File: src/rtl/set_host_pkg.sv
// Shared types and constants for the set_host job dispatcher and its request FIFO.
package set_host_pkg;

    localparam int DEF_FIFO_DEPTH = 4;
    localparam int DEF_TIMEOUT    = 16;
    localparam int COORD_W        = 4;
    localparam int CNT_W          = 4;
    localparam int CENT_W         = 4 * COORD_W;
    localparam int RAD_W          = 2 * COORD_W;
    localparam int REQ_W          = CENT_W + RAD_W;
    localparam int TMO_W          = 5;
    localparam int JOBS_W         = 8;

    typedef enum logic [2:0] {
        ST_IDLE,
        ST_ISSUE,
        ST_WAIT_ACK,
        ST_WAIT_DONE,
        ST_RESP
    } state_t;

    typedef struct packed {
        logic [CENT_W-1:0] central;
        logic [RAD_W-1:0]  radius;
    } job_t;

endpackage

File: src/rtl/set_host_fifo.sv
// Synchronous request FIFO; pointers carry an extra MSB so full and empty are distinguishable.
module set_host_fifo #(
    parameter int DEPTH = 4,
    parameter int WIDTH = 24
) (
    input  logic             clk,
    input  logic             rst,
    input  logic             i_push,
    input  logic [WIDTH-1:0] i_wdata,
    input  logic             i_pop,
    output logic [WIDTH-1:0] o_rdata,
    output logic             o_full,
    output logic             o_empty
);

    localparam int AW = $clog2(DEPTH);

    logic [AW:0]      r_wptr;
    logic [AW:0]      r_rptr;
    logic [WIDTH-1:0] r_mem [DEPTH];
    logic             w_wr;
    logic             w_rd;

    assign w_wr = i_push && !o_full;
    assign w_rd = i_pop && !o_empty;

    always_ff @(posedge clk or posedge rst) begin
        if (rst) begin
            r_wptr <= '0;
            r_rptr <= '0;
        end else begin
            if (w_wr) r_wptr <= r_wptr + 1'b1;
            if (w_rd) r_rptr <= r_rptr + 1'b1;
        end
    end

    always_ff @(posedge clk) begin
        if (w_wr) r_mem[r_wptr[AW-1:0]] <= i_wdata;
    end

    assign o_rdata = r_mem[r_rptr[AW-1:0]];
    assign o_empty = (r_wptr == r_rptr);
    assign o_full  = (r_wptr[AW] != r_rptr[AW]) && (r_wptr[AW-1:0] == r_rptr[AW-1:0]);

endmodule

File: src/rtl/set_host.sv
// Buffers circle-pair requests and feeds them one at a time to the intersection
// counter engine, returning its count (or a timeout error) on the response port.
module set_host
    import set_host_pkg::*;
#(
    parameter int FIFO_DEPTH = DEF_FIFO_DEPTH,
    parameter int TIMEOUT    = DEF_TIMEOUT
) (
    input  logic              clk,
    input  logic              rst,
    input  logic              req_valid,
    output logic              req_ready,
    input  logic [CENT_W-1:0] req_central,
    input  logic [RAD_W-1:0]  req_radius,
    output logic              rsp_valid,
    input  logic              rsp_ready,
    output logic [CNT_W-1:0]  rsp_count,
    output logic              rsp_err,
    output logic              set_en,
    output logic [CENT_W-1:0] set_central,
    output logic [RAD_W-1:0]  set_radius,
    input  logic              set_busy,
    input  logic              set_valid,
    input  logic [CNT_W-1:0]  set_candidate,
    output logic [JOBS_W-1:0] jobs_done
);

    state_t             r_state;
    state_t             w_state_nxt;
    logic [TMO_W-1:0]   r_tmo;
    logic [CNT_W-1:0]   r_rsp_count;
    logic               r_rsp_err;
    logic [JOBS_W-1:0]  r_jobs;
    logic               r_busy_seen;

    job_t               w_wjob;
    job_t               w_head;
    logic               w_full;
    logic               w_empty;
    logic               w_push;
    logic               w_pop;
    logic               w_done;
    logic               w_tmo;
    logic               w_tmo_hit;
    logic               w_wait;
    logic               w_active;

    assign w_wjob = {req_central, req_radius};
    assign w_push = req_valid && req_ready;
    assign w_pop  = w_done || w_tmo;

    set_host_fifo #(
        .DEPTH (FIFO_DEPTH),
        .WIDTH (REQ_W)
    ) u_fifo (
        .clk     (clk),
        .rst     (rst),
        .i_push  (w_push),
        .i_wdata (w_wjob),
        .i_pop   (w_pop),
        .o_rdata (w_head),
        .o_full  (w_full),
        .o_empty (w_empty)
    );

    assign w_wait    = (r_state == ST_WAIT_ACK) || (r_state == ST_WAIT_DONE);
    assign w_active  = (r_state == ST_ISSUE) || w_wait;
    assign w_tmo_hit = (r_tmo == TMO_W'(TIMEOUT - 1));

    // Completion wins over timeout when both land on the same cycle.
    always_comb begin
        w_state_nxt = r_state;
        w_done      = 1'b0;
        w_tmo       = 1'b0;
        case (r_state)
            ST_IDLE: begin
                if (!w_empty && set_valid && !rsp_valid) w_state_nxt = ST_ISSUE;
            end
            ST_ISSUE: begin
                w_state_nxt = ST_WAIT_ACK;
            end
            ST_WAIT_ACK: begin
                if (w_tmo_hit) begin
                    w_tmo       = 1'b1;
                    w_state_nxt = ST_RESP;
                end else if (!set_valid) begin
                    w_state_nxt = ST_WAIT_DONE;
                end
            end
            ST_WAIT_DONE: begin
                if (set_valid) begin
                    w_done      = 1'b1;
                    w_state_nxt = ST_RESP;
                end else if (w_tmo_hit) begin
                    w_tmo       = 1'b1;
                    w_state_nxt = ST_RESP;
                end
            end
            ST_RESP: begin
                if (rsp_ready) w_state_nxt = ST_IDLE;
            end
            default: begin
                w_state_nxt = ST_IDLE;
            end
        endcase
    end

    always_ff @(posedge clk or posedge rst) begin
        if (rst) begin
            r_state <= ST_IDLE;
        end else begin
            r_state <= w_state_nxt;
        end
    end

    always_ff @(posedge clk or posedge rst) begin
        if (rst) begin
            r_tmo       <= '0;
            r_rsp_count <= '0;
            r_rsp_err   <= 1'b0;
            r_jobs      <= '0;
            r_busy_seen <= 1'b0;
        end else begin
            if (r_state == ST_ISSUE) begin
                r_tmo       <= '0;
                r_busy_seen <= 1'b0;
            end else if (w_wait) begin
                r_tmo       <= r_tmo + 1'b1;
                r_busy_seen <= r_busy_seen | set_busy;
            end
            if (w_done) begin
                r_rsp_count <= set_candidate;
                r_rsp_err   <= 1'b0;
                r_jobs      <= r_jobs + 1'b1;
            end else if (w_tmo) begin
                r_rsp_count <= '0;
                r_rsp_err   <= 1'b1;
            end
        end
    end

    // Operands are only presented while a job owns the engine.
    assign set_en      = (r_state == ST_ISSUE);
    assign set_central = w_active ? w_head.central : '0;
    assign set_radius  = w_active ? w_head.radius  : '0;
    assign req_ready   = !w_full;
    assign rsp_valid   = (r_state == ST_RESP);
    assign rsp_count   = r_rsp_count;
    assign rsp_err     = r_rsp_err;
    assign jobs_done   = r_jobs;

endmodule

File: config.mk
export PLATFORM = sky130hd
export DESIGN_NAME = set_host
export DESIGN_NICKNAME = d
export VERILOG_FILES = /design/src/rtl/set_host_pkg.sv /design/src/rtl/set_host_fifo.sv /design/src/rtl/set_host.sv
export SDC_FILE = /design/constraint.sdc
export NUM_CORES = 1
export LEC_CHECK = 0
export CELL_PAD_IN_SITES_DETAIL_PLACEMENT = 1
export CELL_PAD_IN_SITES_GLOBAL_PLACEMENT = 2
export CORE_ASPECT_RATIO = 1.4
export CORE_UTILIZATION = 50
export DETAILED_ROUTE_END_ITERATION = 8
export DONT_BUFFER_PORTS = 1
export GPL_ROUTABILITY_DRIVEN = 1
export GPL_TIMING_DRIVEN = 0
export PLACE_DENSITY = 0.82
export SLEW_MARGIN = 15
export SYNTH_ARGS = -nofsm -noshare
export SYNTH_HDL_FRONTEND = slang
export SYNTH_SLANG_ARGS = --single-unit
File: constraint.sdc
create_clock -name clk -period 3.7 [get_ports clk]
set_clock_uncertainty 0.05 [all_clocks]
set_input_delay 1.11 -clock clk [delete_from_list [all_inputs] [get_ports clk]]
set_output_delay 1.11 -clock clk [all_outputs]
set_load 0.05 [all_outputs]
==> results by group <==
Synth
  • Commonest register cell after synthesis: edfxtp_1
  • Post-synth EDFFs: 96
  • Synth unique cells: 41
  • Area contributors post-synth: edfxtp_1, dfrtp_1, mux4_2
  • Cells after Synth: 274
  • Post-synth net total: 316
  • Post-synth ARST share: 22.0%
  • Seq/Total Area, Yosys: 71.2%
  • Post-synthesis area per instance: 18.2 um2
  • Synthesized flop and latch total: 123
  • Cell area after synthesis: 0.00500 mm2
  • Leading area contributor after synthesis: edfxtp_1
  • Synth Warn #: 0
  • Top cell type's share of synthesized area: 57.7%

Clock tree
  • H-tree levels: 4
  • CTS tree: done
  • Clock transition at path regs: 0.06 ns
  • Clock root buffer: clkbuf_16
  • # Post-CTS Setup Buffers: 0
  • Clock latency at the later pin of the worst-skew pair: 0.41 ns
  • Cts hold-fix bufs: 0
  • # resized after CTS: 0
  • Cts bufs inserted: 17
  • Clk sinks: 123
  • CTS Buffer Depth: 2

STA
  • Worst slew pin tran: 1.10 ns
  • Endpoints failing setup: 0
  • Tmin final: 3.46 ns
  • Period utilization: 93.6%
  • Final TNS setup: 0 ns
  • Final hold violations: 0
  • FMAX: 289 MHz
  • RSZ-0062 raised after global routing: no
  • Slew Limit Fails: 0
  • Worst rel slew slack: 26.3%

Die
  • Die area: 0.0104 mm2
  • Die Wd: 86.5 um
  • Initial core utilization: 52.2%
  • Die Ht: 120 um
  • Row cnt: 42
  • Core Area: 0.00956 mm2
  • Top-Level Pins: 74

Status
  • Outcome: finished, final reports clean

Detailed routing
  • Iter 0 DRT Violations: 94
  • Antenna-violating nets left: 0
  • Avg Vias per Cell: 5.60
  • Final wirelength: 9320 um
  • WL/cell: 21.2 um
  • Drt drc: 0
  • First-pass DRT Iterations: 4
  • Vias: 2462

Cells and area
  • Most frequent cells in the layout: edfxtp_1, dfrtp_1, nor2b_1
  • N_diodes: 0
  • Area of the multi-input gates: 0.00135 mm2
  • Layout cell share with drive strength beyond 1: 24.0%
  • Reg area: 0.00356 mm2
  • Post-Layout Cell Count: 440
  • Leading cell type in the layout, fill and taps excluded: edfxtp_1
  • FILL cells: 830
  • Nets: 337
  • Area delta synth->final: 17.0%

Global routing
  • GR Overflow Total: 0
  • Total Routing Usage GR: 19.9%
  • Vias in the first global route: 2646
  • Largest net degree at the start of global routing: 28
  • Initial antenna violation count: 0
  • First-pass GRT wire length: 14400 um

Critical path
  • CP required: 2.54 ns
  • Worst setup EP type: output pin
  • Crit Path Max Fanout: 10
  • R2R cell count: 3
  • CP Class: flip-flop to output pin
  • Critical Path AT: 2.30 ns
  • Worst setup SP type: flip-flop

Hold path
  • HP Class: flip-flop to flip-flop
  • Hold depth: 2

Placement
  • RePlAce Congestion: 0.694
  • Hpwl dp: 5620 um
  • # port buffers: 0
  • Placed Cells: 408

Flow run
  • MaxCap Viol Count: 0
## per-stage QoR
stage	hold slack [ns]	setup slack, ns	cell area, um2	util, %
CTS	0.447	0.186	5840	61.1
global route	0.480	0.129	5840	61.1
floorplan	0.406	0.818	5000	-
global placement	0.418	0.584	5160	54.0
finish	0.435	0.237	5840	61.1
detailed placement	0.434	0.649	5180	54.2
## critical path: stages (launching register included)
cell and delay (ns):
dfrtp_1 0.36, buf_4 0.19, buf_2 0.30, mux4_2 0.23, nor2b_1 0.81
## registers in the layout, summed over array words and instances, names as in the netlist
name / count
r_tmo: 5
jobs_done: 8
u_fifo.r_wptr: 3
r_state: 3
rsp_err: 1
u_fifo.r_mem: 96
rsp_count: 4
u_fifo.r_rptr: 3
## final cells by class
class,count,share of cell area [%]
buffer,10,1.18
clock buffer,17,7.28
clock inverter,15,4.05
inverter,8,0.514
multi-input combinational,133,23.1
sequential,123,60.9
tap,132,2.83
timing repair buffer,2,0.193
## layer usage
| metal | global-route usage, % | up-vias | share of wire, % |
|---|---|---|---|
| met5 | 0 | - | 0 |
| met3 | 8.26 | 13 | 6.1 |
| met1 | 22.3 | 1266 | 39 |
| li1 | - | 1110 | - |
| met2 | 33.3 | 73 | 53 |
| met4 | 8.33 | 0 | 1.5 |
## final timing paths
path	slack, ns	to	start
setup / recovery	0.24	set_central[5]	u_fifo.r_rptr[1]
hold / removal	0.43	r_tmo[4]	r_tmo[4]
setup reg to reg	1.30	u_fifo.r_mem[3][4]	u_fifo.r_wptr[2]
hold reg to reg	0.43	r_tmo[4]	r_tmo[4]
max in group asynchronous	2.15	u_fifo.r_wptr[1]	rst
min in group asynchronous	0.81	jobs_done[7]	rst
## cells by family after synthesis
| family | after synthesis | synth area share (%) |
|---|---|---|
| flops | 123 | 71.2 |
| simple gates | 60 | 7.16 |
| mux | 26 | 11.3 |
| compound gates | 24 | 3.58 |
| buf+inv | 18 | 1.98 |
| xor+xnor | 15 | 2.78 |
| fa+ha+maj | 8 | 2.00 |
## synth_stat cells, drive strengths merged (5+ instances only)
cell type and count:
mux4 24, buf 8, nor2b 25, a21oi 5, a22o 5, xor2 7
o21ai 5, xnor2 8, dfrtp 27, inv 8, ha 8, edfxtp 96
nand2 10
Power is not shown: default switching activity piles up to over one toggle a cycle in this logic, so the estimate is an artifact.
==> patch: new RTL, config.mk and constraints unchanged <==
The package constant `TMO_W` goes from 5 to 10.
--- a/src/rtl/set_host_pkg.sv
+++ b/src/rtl/set_host_pkg.sv
@@ -8,7 +8,7 @@
     localparam int CENT_W         = 4 * COORD_W;
     localparam int RAD_W          = 2 * COORD_W;
     localparam int REQ_W          = CENT_W + RAD_W;
-    localparam int TMO_W          = 5;
+    localparam int TMO_W          = 10;
     localparam int JOBS_W         = 8;
 
     typedef enum logic [2:0] {
Check against the original RTL: same outputs for any inputs over 10 cycles, from zero or initial values and one cycle with rst high; that may be too few to reach the edited logic, so the function may still have changed.
==> patch against the unedited design <==
  * Via count rose by 2.8%
  * Cell area is 1.9% higher
  * Sequential share of layout area grew 0.96 points
  * Setup slack better by 0.15 ns
  * Synthesized area is 3.7% higher
  * Wire length down 1.1%
  * Count of clock-buffer cells in the layout increased by 1
  * Sequential cell count rose by 5
  * Utilization decreased by 1.6 points
  * Register-to-register slack got worse by 0.18 ns
  * Fmax is 4.5% higher
  * Final cell count increased by 3.4%
  * Critical endpoint is now set_radius[5]
Power is not shown: default switching activity piles up to over one toggle a cycle in this logic, so the estimate is an artifact.
==> patch: results (changes against the unedited design) <==
| Metric | Value |
|---|---|
| Max Root-Sink Buffers | 2 (unchanged) |
| Worst Path Arrival | 2.15 ns (was 2.30 ns) |
| Setup WS pre-CTS | 0.779 ns (was 0.649 ns) |
| Share of post-route cells with drive strength above 1 | 0.241 (was 0.240) |
| Post-cts resize count | 0 (unchanged) |
| Max_slew headroom | 0.453 (was 0.263) |
| Fill count | 887 (was 830) |
| Placed Cells | 423 (was 408) |
| Detailed Routing Iterations Pass 1 | 4 (unchanged) |
| Vias in the first global route | 2,660 (was 2,646) |
| Register area share after synthesis | 0.711 (was 0.712) |
| Yosys warning total | 0 (unchanged) |
| Reg-to-reg slack, setup | 1.12 ns (was 1.30 ns) |
| Clock Latency Late Sink | 0.41 ns (about the same) |
| Ant diodes | 0 (unchanged) |
| Clk pin slew, worst setup/hold paths | 0.06 ns (about the same) |
| Worst min path class | flop to flop (unchanged) |
| Synth top area cells | edfxtp_1, dfrtp_1, mux4_2 (unchanged) |
| WL final | 9220 um (was 9320 um) |
| Post-synth cell types | 36 (was 41) |
| Port-buffer cells | 0 (unchanged) |
| Commonest cells post-synth | edfxtp_1, dfrtp_1, and2_1, mux4_2, nor2_1 (was edfxtp_1, dfrtp_1, nor2b_1) |
| Largest net degree at the start of global routing | 33 (was 28) |
| Routability Congestion | 0.666 (was 0.694) |
| Placed instance area | 5360 sq um (was 5180 sq um) |
| Hold Slack | 0.449 ns (was 0.435 ns) |
| DR iter-0 viols | 80 (was 94) |
| NumNets Final | 348 (was 337) |
| Post-CTS setup buffers | 0 (unchanged) |
| Post-synth EDFFs | 96 (unchanged) |
| Syn nets | 329 (was 316) |
| First-pass GRT wire length | 14,100 um (was 14,400 um) |
| Outcome | finished, final reports clean (unchanged) |
| Area Growth Syn to Fin | 15.0% (was 17.0%) |
| Syn Area/Cell | 18.0 sq um (was 18.2 sq um) |
| Crit Path Max Fanout | 10 (unchanged) |
| # H-tree levels | 4 (unchanged) |
| Primary FF master, synth | edfxtp_1 (unchanged) |
| Hpwl dp | 5870 um (was 5620 um) |
| Async S/R FF share, synth | 0.250 (was 0.220) |
| Fin crit period | 3.31 ns (was 3.46 ns) |
| Number of flip-flops in the largest register | 96 (unchanged) |
| Via density | 5.56 (was 5.60) |
| Initial antenna violation count | 0 (unchanged) |
| TritonCTS Buffers | 17 (unchanged) |
| Tot GR Track Use | 0.189 (was 0.199) |
| Non-filler cells, final | 455 (was 440) |
| Clock Root Buffer | clkbuf_16 (unchanged) |
## patch: changes by cell type after synthesis, sizes merged, moves of 5 or more
cell,unedited run,this run
and2,0,24
nor2b,25,2
nor2,4,12
dfrtp,27,32
nand4,1,6
## patch: final timing paths
path	startpoint	end	cells after the start
setup / recovery	r_state[2]	set_radius[5]	3
hold / removal	u_fifo.r_wptr[2]	u_fifo.r_wptr[2]	1
setup reg to reg	u_fifo.r_rptr[1]	u_fifo.r_wptr[2]	5
hold reg to reg	u_fifo.r_wptr[2]	u_fifo.r_wptr[2]	1
max in group asynchronous	rst	r_tmo[9]	1
min in group asynchronous	rst	r_state[1]	1
## patch: logic make-up after synthesis
group,share of synthesized area
flip-flops,0.711
adder cells (fa/ha/maj),0.0169
AND/OR/NAND/NOR,0.0821
buffers and inverters,0.0181
AO/OA/AOI/OAI,0.0220
multiplexers,0.116
XOR/XNOR,0.0338
## patch: cell type report
cell class | instances | area share
multi-input combinational | 144 | 0.237
sequential | 128 | 0.619
inverter | 4 | 0.00252
tap | 135 | 0.0284
clock buffer | 18 | 0.0721
clock inverter | 14 | 0.0277
buffer | 12 | 0.0132
## patch: routing by layer
layer / vias to the layer above / routed length, um / share of wire / track usage
met2: 61 / 5040 / 0.55 / 0.321
met4: 0 / 178 / 0.019 / 0.0877
met3: 14 / 466 / 0.051 / 0.0686
met1: 1312 / 3530 / 0.38 / 0.209
met5: - / 0 / 0 / 0
li1: 1144 / - / - / -
## patch: worst max-delay path, cell delays in order, from the launching register on
cell and delay, ns:
dfrtp_1 0.47, o21ba_2 0.35, clkbuf_1 0.38, and2_1 0.54
